`src/rtl/iact_skew_feeder_if.sv`:
```
// iact_skew_feeder_if
// Bundles the activation stream, the skewed array-side outputs and the
// tile status of iact_skew_feeder into one interface.
// - master: the activation source / observer side.
// - slave:  the feeder itself.
// Optional build macro honoured by the feeder: IACT_FEED_STALL_EN. The stall
// input it adds is a plain module port, so this interface is the same in
// both builds.
interface iact_skew_feeder_if #(
  parameter int ROWS  = 4,
  parameter int DW    = 16,
  parameter int CNT_W = 16
);
  // Activation stream from the activation buffer.
  logic [ROWS*DW-1:0] in_data;
  logic               in_valid;
  logic               in_ready;
  logic               in_last;

  // Skewed activations towards the west edge of the PE grid.
  logic [ROWS*DW-1:0] iact_out;
  logic [ROWS-1:0]    iact_vld;

  // Tile status.
  logic               busy;
  logic               done;
  logic [CNT_W-1:0]   beat_cnt;

  modport master (
    output in_data,
    output in_valid,
    output in_last,
    input  in_ready,
    input  iact_out,
    input  iact_vld,
    input  busy,
    input  done,
    input  beat_cnt
  );

  modport slave (
    input  in_data,
    input  in_valid,
    input  in_last,
    output in_ready,
    output iact_out,
    output iact_vld,
    output busy,
    output done,
    output beat_cnt
  );
endinterface

```
`src/rtl/iact_skew_feeder.sv`:
```
// iact_skew_feeder
// Transmit side of the activation path into the systolic PE array.
// - Accepts one activation vector per cycle (valid/ready).
// - Row r of the vector leaves through a chain of r+1 registers, so row r
//   sees a beat r cycles after row 0 (diagonal skew).
// - Cycles without an accept inject a zero bubble with vld=0.
// - After the last beat of a tile the feeder refuses input for ROWS-1
//   cycles while the wavefront drains into the array, then pulses done
//   in the cycle the bottom row presents the last beat.
// Optional build macro: IACT_FEED_STALL_EN adds a 'stall' input that freezes
// every register (array-wide clock-enable), forces in_ready low and defers
// a pending done pulse until the first non-stalled cycle.
module iact_skew_feeder #(
  parameter int ROWS  = 4,
  parameter int DW    = 16,
  parameter int CNT_W = 16
) (
  input  logic clk,
  input  logic rst,
`ifdef IACT_FEED_STALL_EN
  input  logic stall,
`endif
  iact_skew_feeder_if.slave bus
);

  // FSM encoding
  localparam logic [1:0] S_IDLE   = 2'd0;
  localparam logic [1:0] S_STREAM = 2'd1;
  localparam logic [1:0] S_FLUSH  = 2'd2;

  // Flush counter only ever holds ROWS-1 down to 0.
  localparam int              FC_W       = (ROWS > 1) ? $clog2(ROWS) : 1;
  localparam logic [FC_W-1:0] FLUSH_LOAD = FC_W'(ROWS - 1);

  // Control registers
  logic [1:0]       r_state;
  logic [FC_W-1:0]  r_flush_cnt;
  logic             r_done;
  logic [CNT_W-1:0] r_beat_cnt;

  // Next-state values
  logic [1:0]       w_state_next;
  logic [FC_W-1:0]  w_flush_next;
  logic             w_done_next;
  logic [CNT_W-1:0] w_cnt_next;

  // Handshake / enable
  logic w_stall;
  logic w_adv;
  logic w_ready;
  logic w_accept;
  logic w_can_take;

  // Flattened skew outputs; each row drives its own slice.
  wire [ROWS*DW-1:0] w_iact_out;
  wire [ROWS-1:0]    w_iact_vld;

`ifdef IACT_FEED_STALL_EN
  assign w_stall = stall;
`else
  assign w_stall = 1'b0;
`endif

  // w_adv is the array-wide clock enable: nothing moves while stalled.
  assign w_adv      = ~w_stall;
  assign w_can_take = (r_state != S_FLUSH);
  assign w_ready    = w_can_take & w_adv;
  assign w_accept   = bus.in_valid & w_ready;

  // Next-state logic: tile sequencing, beat counting and drain countdown.
  always_comb begin
    w_state_next = r_state;
    w_flush_next = r_flush_cnt;
    w_done_next  = 1'b0;
    w_cnt_next   = r_beat_cnt;
    case (r_state)
      S_IDLE, S_STREAM: begin
        if (w_accept) begin
          // The first beat of a tile restarts the count; later beats
          // saturate rather than wrap so a huge tile never reads as small.
          if (r_state == S_IDLE) begin
            w_cnt_next = CNT_W'(1);
          end else if (&r_beat_cnt) begin
            w_cnt_next = r_beat_cnt;
          end else begin
            w_cnt_next = r_beat_cnt + CNT_W'(1);
          end

          if (bus.in_last) begin
            if (ROWS > 1) begin
              // Rows 1..ROWS-1 still hold the tail of the wavefront.
              w_state_next = S_FLUSH;
              w_flush_next = FLUSH_LOAD;
            end else begin
              // A single row has no skew: the beat is in the array now.
              w_state_next = S_IDLE;
              w_done_next  = 1'b1;
            end
          end else begin
            w_state_next = S_STREAM;
          end
        end
      end
      S_FLUSH: begin
        // Leave at the edge where the counter reaches zero; that edge is
        // the one that moves the last beat into the bottom row's output.
        if (r_flush_cnt <= FC_W'(1)) begin
          w_state_next = S_IDLE;
          w_flush_next = '0;
          w_done_next  = 1'b1;
        end else begin
          w_flush_next = r_flush_cnt - FC_W'(1);
        end
      end
      default: begin
        w_state_next = S_IDLE;
        w_flush_next = '0;
      end
    endcase
  end

  // Control state registers; a stall freezes them, so a pending done
  // stays in r_done until the stall is released.
  always_ff @(posedge clk or posedge rst) begin
    if (rst) begin
      r_state     <= S_IDLE;
      r_flush_cnt <= '0;
      r_done      <= 1'b0;
      r_beat_cnt  <= '0;
    end else if (w_adv) begin
      r_state     <= w_state_next;
      r_flush_cnt <= w_flush_next;
      r_done      <= w_done_next;
      r_beat_cnt  <= w_cnt_next;
    end
  end

  // One skew chain per row; row gi is gi+1 registers deep.
  genvar gi;
  generate
    for (gi = 0; gi < ROWS; gi++) begin : g_row
      logic [DW-1:0] r_data [0:gi];
      logic          r_vld  [0:gi];

      // Shift the row's chain; stage 0 captures the accepted slice or a
      // zero bubble, so the array never sees stale data for a missing beat.
      always_ff @(posedge clk or posedge rst) begin
        if (rst) begin
          for (int k = 0; k <= gi; k++) begin
            r_data[k] <= '0;
            r_vld[k]  <= 1'b0;
          end
        end else if (w_adv) begin
          r_data[0] <= w_accept ? bus.in_data[gi*DW +: DW] : '0;
          r_vld[0]  <= w_accept;
          for (int k = 1; k <= gi; k++) begin
            r_data[k] <= r_data[k-1];
            r_vld[k]  <= r_vld[k-1];
          end
        end
      end

      assign w_iact_out[gi*DW +: DW] = r_data[gi];
      assign w_iact_vld[gi]          = r_vld[gi];
    end
  endgenerate

  // Outputs
  assign bus.in_ready = w_ready;
  assign bus.iact_out = w_iact_out;
  assign bus.iact_vld = w_iact_vld;
  assign bus.busy     = (r_state != S_IDLE);
  assign bus.done     = r_done & w_adv;
  assign bus.beat_cnt = r_beat_cnt;

endmodule

```
`src/flat_wrapper.sv`:
```
// flat-port wrapper written by rule: the top's interface ports become plain ports
module iact_skew_feeder_flat 
#(
  parameter int ROWS  = 4,
  parameter int DW    = 16,
  parameter int CNT_W = 16
)
  (clk, rst, bus_in_data, bus_in_valid, bus_in_last, bus_in_ready, bus_iact_out, bus_iact_vld, bus_busy, bus_done, bus_beat_cnt);
  iact_skew_feeder_if #(.ROWS(ROWS), .DW(DW), .CNT_W(CNT_W)) bus_i ();
  input  logic clk;
  input  logic rst;
  input wire logic [$bits(bus_i.in_data)-1:0] bus_in_data;
  input wire logic [$bits(bus_i.in_valid)-1:0] bus_in_valid;
  input wire logic [$bits(bus_i.in_last)-1:0] bus_in_last;
  output wire logic [$bits(bus_i.in_ready)-1:0] bus_in_ready;
  output wire logic [$bits(bus_i.iact_out)-1:0] bus_iact_out;
  output wire logic [$bits(bus_i.iact_vld)-1:0] bus_iact_vld;
  output wire logic [$bits(bus_i.busy)-1:0] bus_busy;
  output wire logic [$bits(bus_i.done)-1:0] bus_done;
  output wire logic [$bits(bus_i.beat_cnt)-1:0] bus_beat_cnt;
  assign bus_i.in_data = bus_in_data;
  assign bus_i.in_valid = bus_in_valid;
  assign bus_i.in_last = bus_in_last;
  assign bus_in_ready = bus_i.in_ready;
  assign bus_iact_out = bus_i.iact_out;
  assign bus_iact_vld = bus_i.iact_vld;
  assign bus_busy = bus_i.busy;
  assign bus_done = bus_i.done;
  assign bus_beat_cnt = bus_i.beat_cnt;
  iact_skew_feeder #(.ROWS(ROWS), .DW(DW), .CNT_W(CNT_W)) u_core (.clk(clk), .rst(rst), .bus(bus_i));
endmodule
```
`config.mk`:
```
export PLATFORM = sky130hd
export DESIGN_NAME = iact_skew_feeder_flat
export DESIGN_NICKNAME = d
export VERILOG_FILES = /design/src/rtl/iact_skew_feeder_if.sv /design/src/rtl/iact_skew_feeder.sv /design/src/flat_wrapper.sv
export SDC_FILE = /design/constraint.sdc
export NUM_CORES = 1
export LEC_CHECK = 0
export CAP_MARGIN = 20
export CORE_AREA = 2 2 112 114
export DETAILED_ROUTE_END_ITERATION = 7
export DIE_AREA = 0 0 114 116
export PLACE_DENSITY_LB_ADDON = 0.15
export REMOVE_ABC_BUFFERS = 1
export SYNTH_ARGS = -nofsm -noshare
export SYNTH_HDL_FRONTEND = slang
export SYNTH_SLANG_ARGS = --single-unit
```
`constraint.sdc`:
```
create_clock -name clk -period 12.9 [get_ports clk]
set_clock_uncertainty 0.05 [all_clocks]
set_input_delay 3.225 -clock clk [delete_from_list [all_inputs] [get_ports clk]]
set_output_delay 3.225 -clock clk [all_outputs]
set_load 0.05 [all_outputs]
```
== After elaboration in Yosys (flattened, before gate mapping) ==
Cells that the tools add are included.

* Output and inout port bits: 87
* Bits in registers: 185
* Word-level logic and storage cells: 52
* Input bits: 68

* Order comparisons: 1
* Multiplexer cells: 16
* Equal/unequal tests: 7
* Add/sub/neg operators: 2
* Bitwise gates (word level): 1
* Reductions and logical operators: 7

{| class="wikitable"
|+ Operators by type and width
! operator !! number
|-
| two-way mux 16 bit || 6
|-
| adder 16 x 1 -> 16 bit, second input constant || 1
|-
| AND reduction 16 bit || 1
|-
| two-way mux 2 bit || 6
|-
| case mux 2 bit (2 select lines) || 2
|-
| inequality test 2 x 1 -> 1 bit, second input constant || 3
|-
| inequality test 2 bit, second input constant || 2
|-
| AND reduction 2 bit || 2
|-
| AND reduction 3 bit || 1
|-
| equality test 2 x 1 -> 1 bit, second input constant || 1
|-
| equality test 2 bit, second input constant || 1
|-
| <= comparator 2 x 1 -> 1 bit, second input constant || 1
|-
| logical NOT 2 bit || 1
|-
| two-way mux 1 bit || 2
|-
| nonzero test 2 bit || 1
|-
| OR reduction 2 bit || 1
|-
| subtractor 2 x 1 -> 2 bit, second input constant || 1
|-
| AND 1 bit || 1
|}

== Depth between registers and ports, before layout ==
Gate-level depths: netlist (run 1).

* Depth after elaboration: 4
* Depth in mapped cells: 8
* Depth with buffers taken out: 5

== Least setup slack after synthesis (run 1) ==
OpenSTA, ideal clock, no wires.

* Path type: reg-to-output
* Start: reg u_core.r_state[0]
* End: out bus_in_ready
* Path slack: 8.191 ns
* Arrival time: 1.434 ns
* Path buffers: 2
* Data required time: 9.625 ns
* Stages on the path, launching flop included: 4
* Path through: dfrtp_1 -> nand2b_1 -> clkbuf_1 -> clkbuf_1

* Word-level cells in the longest chain between the ends: 1

{| class="wikitable"
|+ Ends and longest elaborated chain
! what !! RTL line !! source
|-
| from (decl) || iact_skew_feeder.sv:36 || <nowiki>logic [1:0] r_state;</nowiki>
|-
| from (signal assigned) || iact_skew_feeder.sv:131 || <nowiki>r_state <= w_state_next;</nowiki>
|-
| inequality test 2 bit || iact_skew_feeder.sv:66 || <nowiki>assign w_can_take = (r_state != S_FLUSH);</nowiki>
|-
| to (decl) || flat_wrapper.sv:15 || <nowiki>output wire logic [$bits(bus_i.in_ready)-1:0] bus_in_ready;</nowiki>
|}

Every way passes these cells.

== Final worst setup path (run 1) ==
Ends and elaborated chain as after synthesis.

==> qor.yml, run 1 <==
run_status:
  status: "finished, final reports clean"
timing:
  slew-limit-headroom_pct: 43.7
  fin_crit_ns: 5.99
  drv_slew: 0
  finalCritPeriodShare_pct: 46.4
  setup_viol: 0
  tns_ns: 0
  finalHoldViolCount: 0
  tightest_slew_ns: 0.845
  max_freq_ghz: 0.167
  rsz0062_at_grt: "false"
cells_and_area:
  fillCellCount: 882
  drive_gt1_share_pct: 7.79
  areaGrowthSynthToFinish_pct: 30.6
  nNetsFinal: 595
  antenna_cells: 0
setup_path:
  required_ns: 9.62
  rrSetupSlack_ns: 10.60
  critical_path_class: "flop to output port"
  reg2reg_to: "u_core.bus.beat_cnt[0]$_DFFE_PP0P_"
  worst_setup_path_end_kind: "output port"
  reg2regPathDepth: 5
  slowest_delay_ns: 0.91
  crit-reg2reg-launch: "u_core.bus.beat_cnt[0]$_DFFE_PP0P_"
  crit_path_cell_trace: "nand2b_2 -> buf_4 -> clkdlybuf4s50_1"
  worst-path-max-fanout: 67
  startpoint_type: "flop"
  cp_slowest_cell: "clkdlybuf4s50_1"
  cp.arrival_ns: 2.72
synthesis:
  synth-async-reset-ratio_pct: 100
  ys_seq_elements: 185
  avgSynthCellArea_um2: 14.7
  synth_edf_count: 0
  synthDistinctLibCells: 42
  ys_warn_count: 0
  synthCells: 420
  synth-seq-area-share_pct: 75.2
  synthFlopType: "dfrtp_1"
  syn_area_um2: 6160
min_path:
  min_path_cells: 0
  hold_path.class: "flop to flop"
  whs_endpoint: "u_core.bus.iact_out[36]$_DFF_PP0_"
  hold_start: "u_core.g_row[2].r_data[20]$_DFF_PP0_"
clock_network:
  hold_buffers: 0
  cts_resized: 0
  postCtsSetupRepairBufs: 0
  cts_max_level: 4
  clock-sinks: 185
  cts_tree: "done"
  clkTransAtPathRegs_ns: 0.07
  clockRootBuffer: "clkbuf_16"
  cts_buffers: 17
  cts_buffer_depth: 2
  worstSkewPairLatency_ns: 0.42
routing:
  wl_per_cell_um: 16.1
  finalWirelength_mm: 11.1
  ant_nets: 0
  drc: 0
  vias: 3492
  drtIter0Drc: 253
  routed_via_density: 5.09
  first_pass_iters: 4
global_routing:
  grt_pass1_vias: 3427
  grt_usage_pct: 17.6
  grt_antenna_before_repair: 0
  grt_max_degree: 116
  grt_pass1_wl_mm: 17.3
  overflow: 0
power_and_ir_drop:
  power_mw: 1.49
  peakVddDrop_mv: 0.0900
  powerDensity_nw_per_um2: 186
  static-leakage-power_nw: 3.92
floorplanning:
  dieArea_um2: 13200
  die_w_um: 114
  rows: 40
  die_h_um: 116
  num_io_pins: 155
  initial_utilization_pct: 51.7
  core_area_um2: 11900
job:
  cap_violations: 0
placed_design:
  dp_hpwl_mm: 7.04
  gp_congestion: 0.779
  io_buffers: 154
[power breakdown]
group	leakage, nW	total (mW)	internal (mW)	switching, mW
Clock	0.291	0.514	0.300	0.214
Sequential	2.42	0.686	0.646	0.0401
Combinational	1.21	0.293	0.104	0.190
Total	3.92	1.49	1.05	0.443
[stage by stage]
step	utilization [%]	hold slack (ns)	worst slack (ns)	area (µm²)	instances
CTS	67.5	0.299	6.90	8040	686
finish	67.5	0.296	6.91	8040	686
global placement	62.5	0.281	7.40	7440	654
floorplan	-	0.281	4.60	5690	350
detailed placement	62.5	0.285	7.36	7440	654
global route	67.5	0.301	6.77	8040	686
[final cells by class]
type	count	area, µm²	share of cell area (%)
repair buffers	157	1560	19.4
multi-input cells	160	1050	13.0
clock buffers	21	460	5.73
well taps	147	184	2.29
flip-flops and latches	185	4630	57.6
inverters	5	26.3	0.327
clock inverters	11	136	1.70
[cell usage in the layout, fill, tap and decap left out, drive strengths merged, types with 3 or more instances in the layout]
cell type and count:
nand4 5, mux2 3, nand3 9, a221o 3, clkinv 3, a22o 10, inv 10, dfrtp 185
and3 67, nor2b 3, nor4 3, clkdlybuf4s50 153, clkbuf 21, buf 4, o21ai 11, nor2 10
nand2 11
[critical path: cells and delay by family, from the launching register on]
| kind | cells | cell delay [ns] |
|---|---|---|
| buffers and inverters | 2 | 1.36 |
| DFF | 1 | 0.70 |
| and+or+nand+nor | 1 | 0.22 |
[metal layers]
layer	part of all wire [%]	track usage, %	vias to the layer above	wire length (µm)
met5	0	0	-	0
met3	8.4	7.32	17	936
met4	1.8	7.80	0	194
met1	41	22.9	1752	4590
li1	-	-	1590	-
met2	48	26.3	133	5360
[logic make-up after synthesis]
kind of cell / share of synthesized area [%]
mux: 0.711
simple gates: 11.8
compound gates: 4.27
buf+inv: 7.85
flops: 75.2
fa+ha+maj: 0.203
[how the worst max path moves through the flow]
stage	from	to	slack [ns]
after floorplan	rst	u_core.bus.beat_cnt[0]$_DFFE_PP0P_	4.60
after global placement	u_core.r_state[0]$_DFFE_PP0P_	bus_in_ready	7.40
after detailed placement	u_core.r_state[0]$_DFFE_PP0P_	bus_in_ready	7.36
after CTS	u_core.r_state[0]$_DFFE_PP0P_	bus_in_ready	6.90
after global routing	u_core.r_state[0]$_DFFE_PP0P_	bus_in_ready	6.77
final	u_core.r_state[0]$_DFFE_PP0P_	bus_in_ready	6.91
[state kept, by name, indices dropped and copies added, names as in the netlist]
signal,count
u_core.bus.iact_vld,2
u_core.g_row.r_vld,2
u_core.r_state,2
u_core.g_row.r_data,112
u_core.bus.done,1
u_core.bus.beat_cnt,16
u_core.r_flush_cnt,2
u_core.bus.iact_out,48
[synth_stat cells, drive strengths merged, types with 5 or more instances]
cell	count	share of area (%)
inv	5	0.30
nand3	9	0.73
dfrtp	185	75
clkbuf	17	1.0
o21ai	11	0.89
nand2	11	0.67
nor2	10	0.73
a22o	10	1.4
and3	67	6.8
nand4	5	0.71
buf	53	6.5
(Power assumes the default switching activity.)
==> run 2, diff against run 1 <==
CORE_AREA = 2 2 122 124   (was 2 2 112 114)
DIE_AREA = 0 0 124 126   (was 0 0 114 116)
clock period = 4.92 ns   (was 12.9 ns; I/O delays follow)
==> qor.yml, run 2 (same netlist as run 1, synthesis figures left out) <==
placed_design:
  dp_hpwl_mm: 7.21
  place_area_um2: 7500
  io_buffers: 154
  dp.cells: 691
  post-place-ws_ns: 1.79
  gp_congestion: 0.792
global_routing:
  grt_max_degree: 132
  grt_antenna_before_repair: 1
  grt_pass1_wl_mm: 18.6
  grt_usage_pct: 15.8
  overflow: 0
  grt_pass1_vias: 3595
min_path:
  whs_endpoint: "u_core.g_row[2].r_data[20]$_DFF_PP0_"
  hold_path.class: "flop to flop"
  hold_start: "u_core.g_row[2].r_data[36]$_DFF_PP0_"
  min_path_cells: 0
clock_network:
  worstSkewPairLatency_ns: 0.43
  clock-sinks: 185
  clockRootBuffer: "clkbuf_16"
  cts_buffer_depth: 2
  cts_resized: 0
  postCtsSetupRepairBufs: 0
  cts_max_level: 4
  clkTransAtPathRegs_ns: 0.07
  cts_buffers: 17
  hold_buffers: 0
  cts_tree: "done"
power_and_ir_drop:
  powerDensity_nw_per_um2: 490
  static-leakage-power_nw: 3.93
  peakVddDrop_mv: 0.277
cells_and_area:
  nNetsFinal: 595
  fin_area_um2: 8130
  largest_reg_flops: 112
  drive_gt1_share_pct: 8.16
  antenna_cells: 0
  layout_common_cells: "185 x dfrtp_1, 153 x clkdlybuf4s50_1, 67 x and3_1, 17 x clkbuf_16, 11 x nand2_1"
  fillCellCount: 1161
  largest-register: "u_core.g_row.r_data"
  final_common_cell: "dfrtp_1"
  stdcell_count: 723
  areaGrowthSynthToFinish_pct: 32.1
floorplanning:
  num_io_pins: 155
  dieArea_um2: 15600
  die_w_um: 124
  die_h_um: 126
  rows: 44
  initial_utilization_pct: 43.0
  core_area_um2: 14300
setup_path:
  required_ns: 3.64
  startpoint: "u_core.r_state[0]$_DFFE_PP0P_"
  cp_slowest_cell: "clkdlybuf4s50_1"
  slowest_delay_ns: 0.85
  startpoint_type: "flop"
  worst-path-max-fanout: 17
  reg2reg_to: "u_core.bus.beat_cnt[0]$_DFFE_PP0P_"
  crit_path_cell_trace: "nand2b_2 -> clkdlybuf4s50_1"
  worst_setup_path_end_kind: "output port"
  cp.arrival_ns: 2.27
  critical_path_class: "flop to output port"
  crit-reg2reg-launch: "u_core.bus.beat_cnt[0]$_DFFE_PP0P_"
  rrSetupSlack_ns: 2.64
  reg2regPathDepth: 5
timing:
  tightest_slew_ns: 0.883
  setup_viol: 0
  finalCritPeriodShare_pct: 72.1
  setup_ws_ns: 1.37
  drv_slew: 0
  hold_slack_ns: 0.296
  rsz0062_at_grt: "false"
  fin_crit_ns: 3.55
  max_freq_ghz: 0.282
  finalHoldViolCount: 0
  slew-limit-headroom_pct: 41.1
  tns_ns: 0
job:
  cap_violations: 0
routing:
  drc: 0
  vias: 3476
  first_pass_iters: 4
  routed_via_density: 4.81
  drtIter0Drc: 181
  finalWirelength_mm: 11.4
  ant_nets: 0
  wl_per_cell_um: 15.8
run_status:
  status: "finished, final reports clean"
## run 2: changes by cell type in the layout (fill, tap and decap cells not counted)
| cell | before | now |
|---|---|---|
| buf_4 | 3 | 2 |
| buf_12 | 0 | 1 |
| clkbuf_1 | 2 | 0 |
| clkbuf_8 | 2 | 1 |
| clkinv_2 | 1 | 0 |
| inv_8 | 2 | 4 |
| clkinv_4 | 2 | 1 |
| clkinvlp_4 | 1 | 5 |
| bufinv_16 | 2 | 3 |
| inv_6 | 4 | 2 |
## run 2: worst max-delay path by stage
stage                                               to  slack, ns  cells past startpoint
floorplan           u_core.bus.beat_cnt[0]$_DFFE_PP0P_      -1.39                      1
global placement                          bus_in_ready       1.83                      2
detailed placement                        bus_in_ready       1.79                      2
CTS                                       bus_in_ready       1.32                      2
global route                              bus_in_ready       1.27                      2
finish                                    bus_in_ready       1.37                      2
## run 2: power breakdown
| group | total, mW | switching, mW | internal, mW |
|---|---|---|---|
| Sequential | 1.80 | 0.105 | 1.69 |
| Clock | 1.42 | 0.589 | 0.826 |
| Combinational | 0.775 | 0.502 | 0.273 |
| Total | 3.99 | 1.20 | 2.79 |
## run 2: worst max-delay path, delay by kind of cell, from the launching register on
| family | cells | cell delay, ns |
|---|---|---|
| simple gates | 1 | 0.26 |
| flops | 1 | 0.73 |
| buf+inv | 1 | 0.85 |
## run 2: metrics by stage
stage	util (%)	power, mW
2_1_floorplan	-	2.28
5_1_grt	56.8	4.17
3_3_place_gp	52.4	2.59
4_1_cts	56.8	4.04
3_5_place_dp	52.4	2.61
6_report	56.8	3.99
## run 2: cell type report
class,instances,area (µm²),area share (%)
clock buffer,18,439,5.40
tap,184,230,2.83
sequential,185,4630,56.9
timing repair buffer,157,1570,19.3
multi-input combinational,160,1050,12.9
inverter,5,26.3,0.323
clock inverter,14,188,2.31
## run 2: per-layer routing
layer,wire (µm),up-vias,global-route usage [%],part of all wire (%)
li1,-,1594,-,-
met1,4710,1737,19.5,41
met2,5610,123,25.0,49
met3,884,20,6.48,7.7
met4,212,2,6.28,1.9
met5,13,-,0,0.11
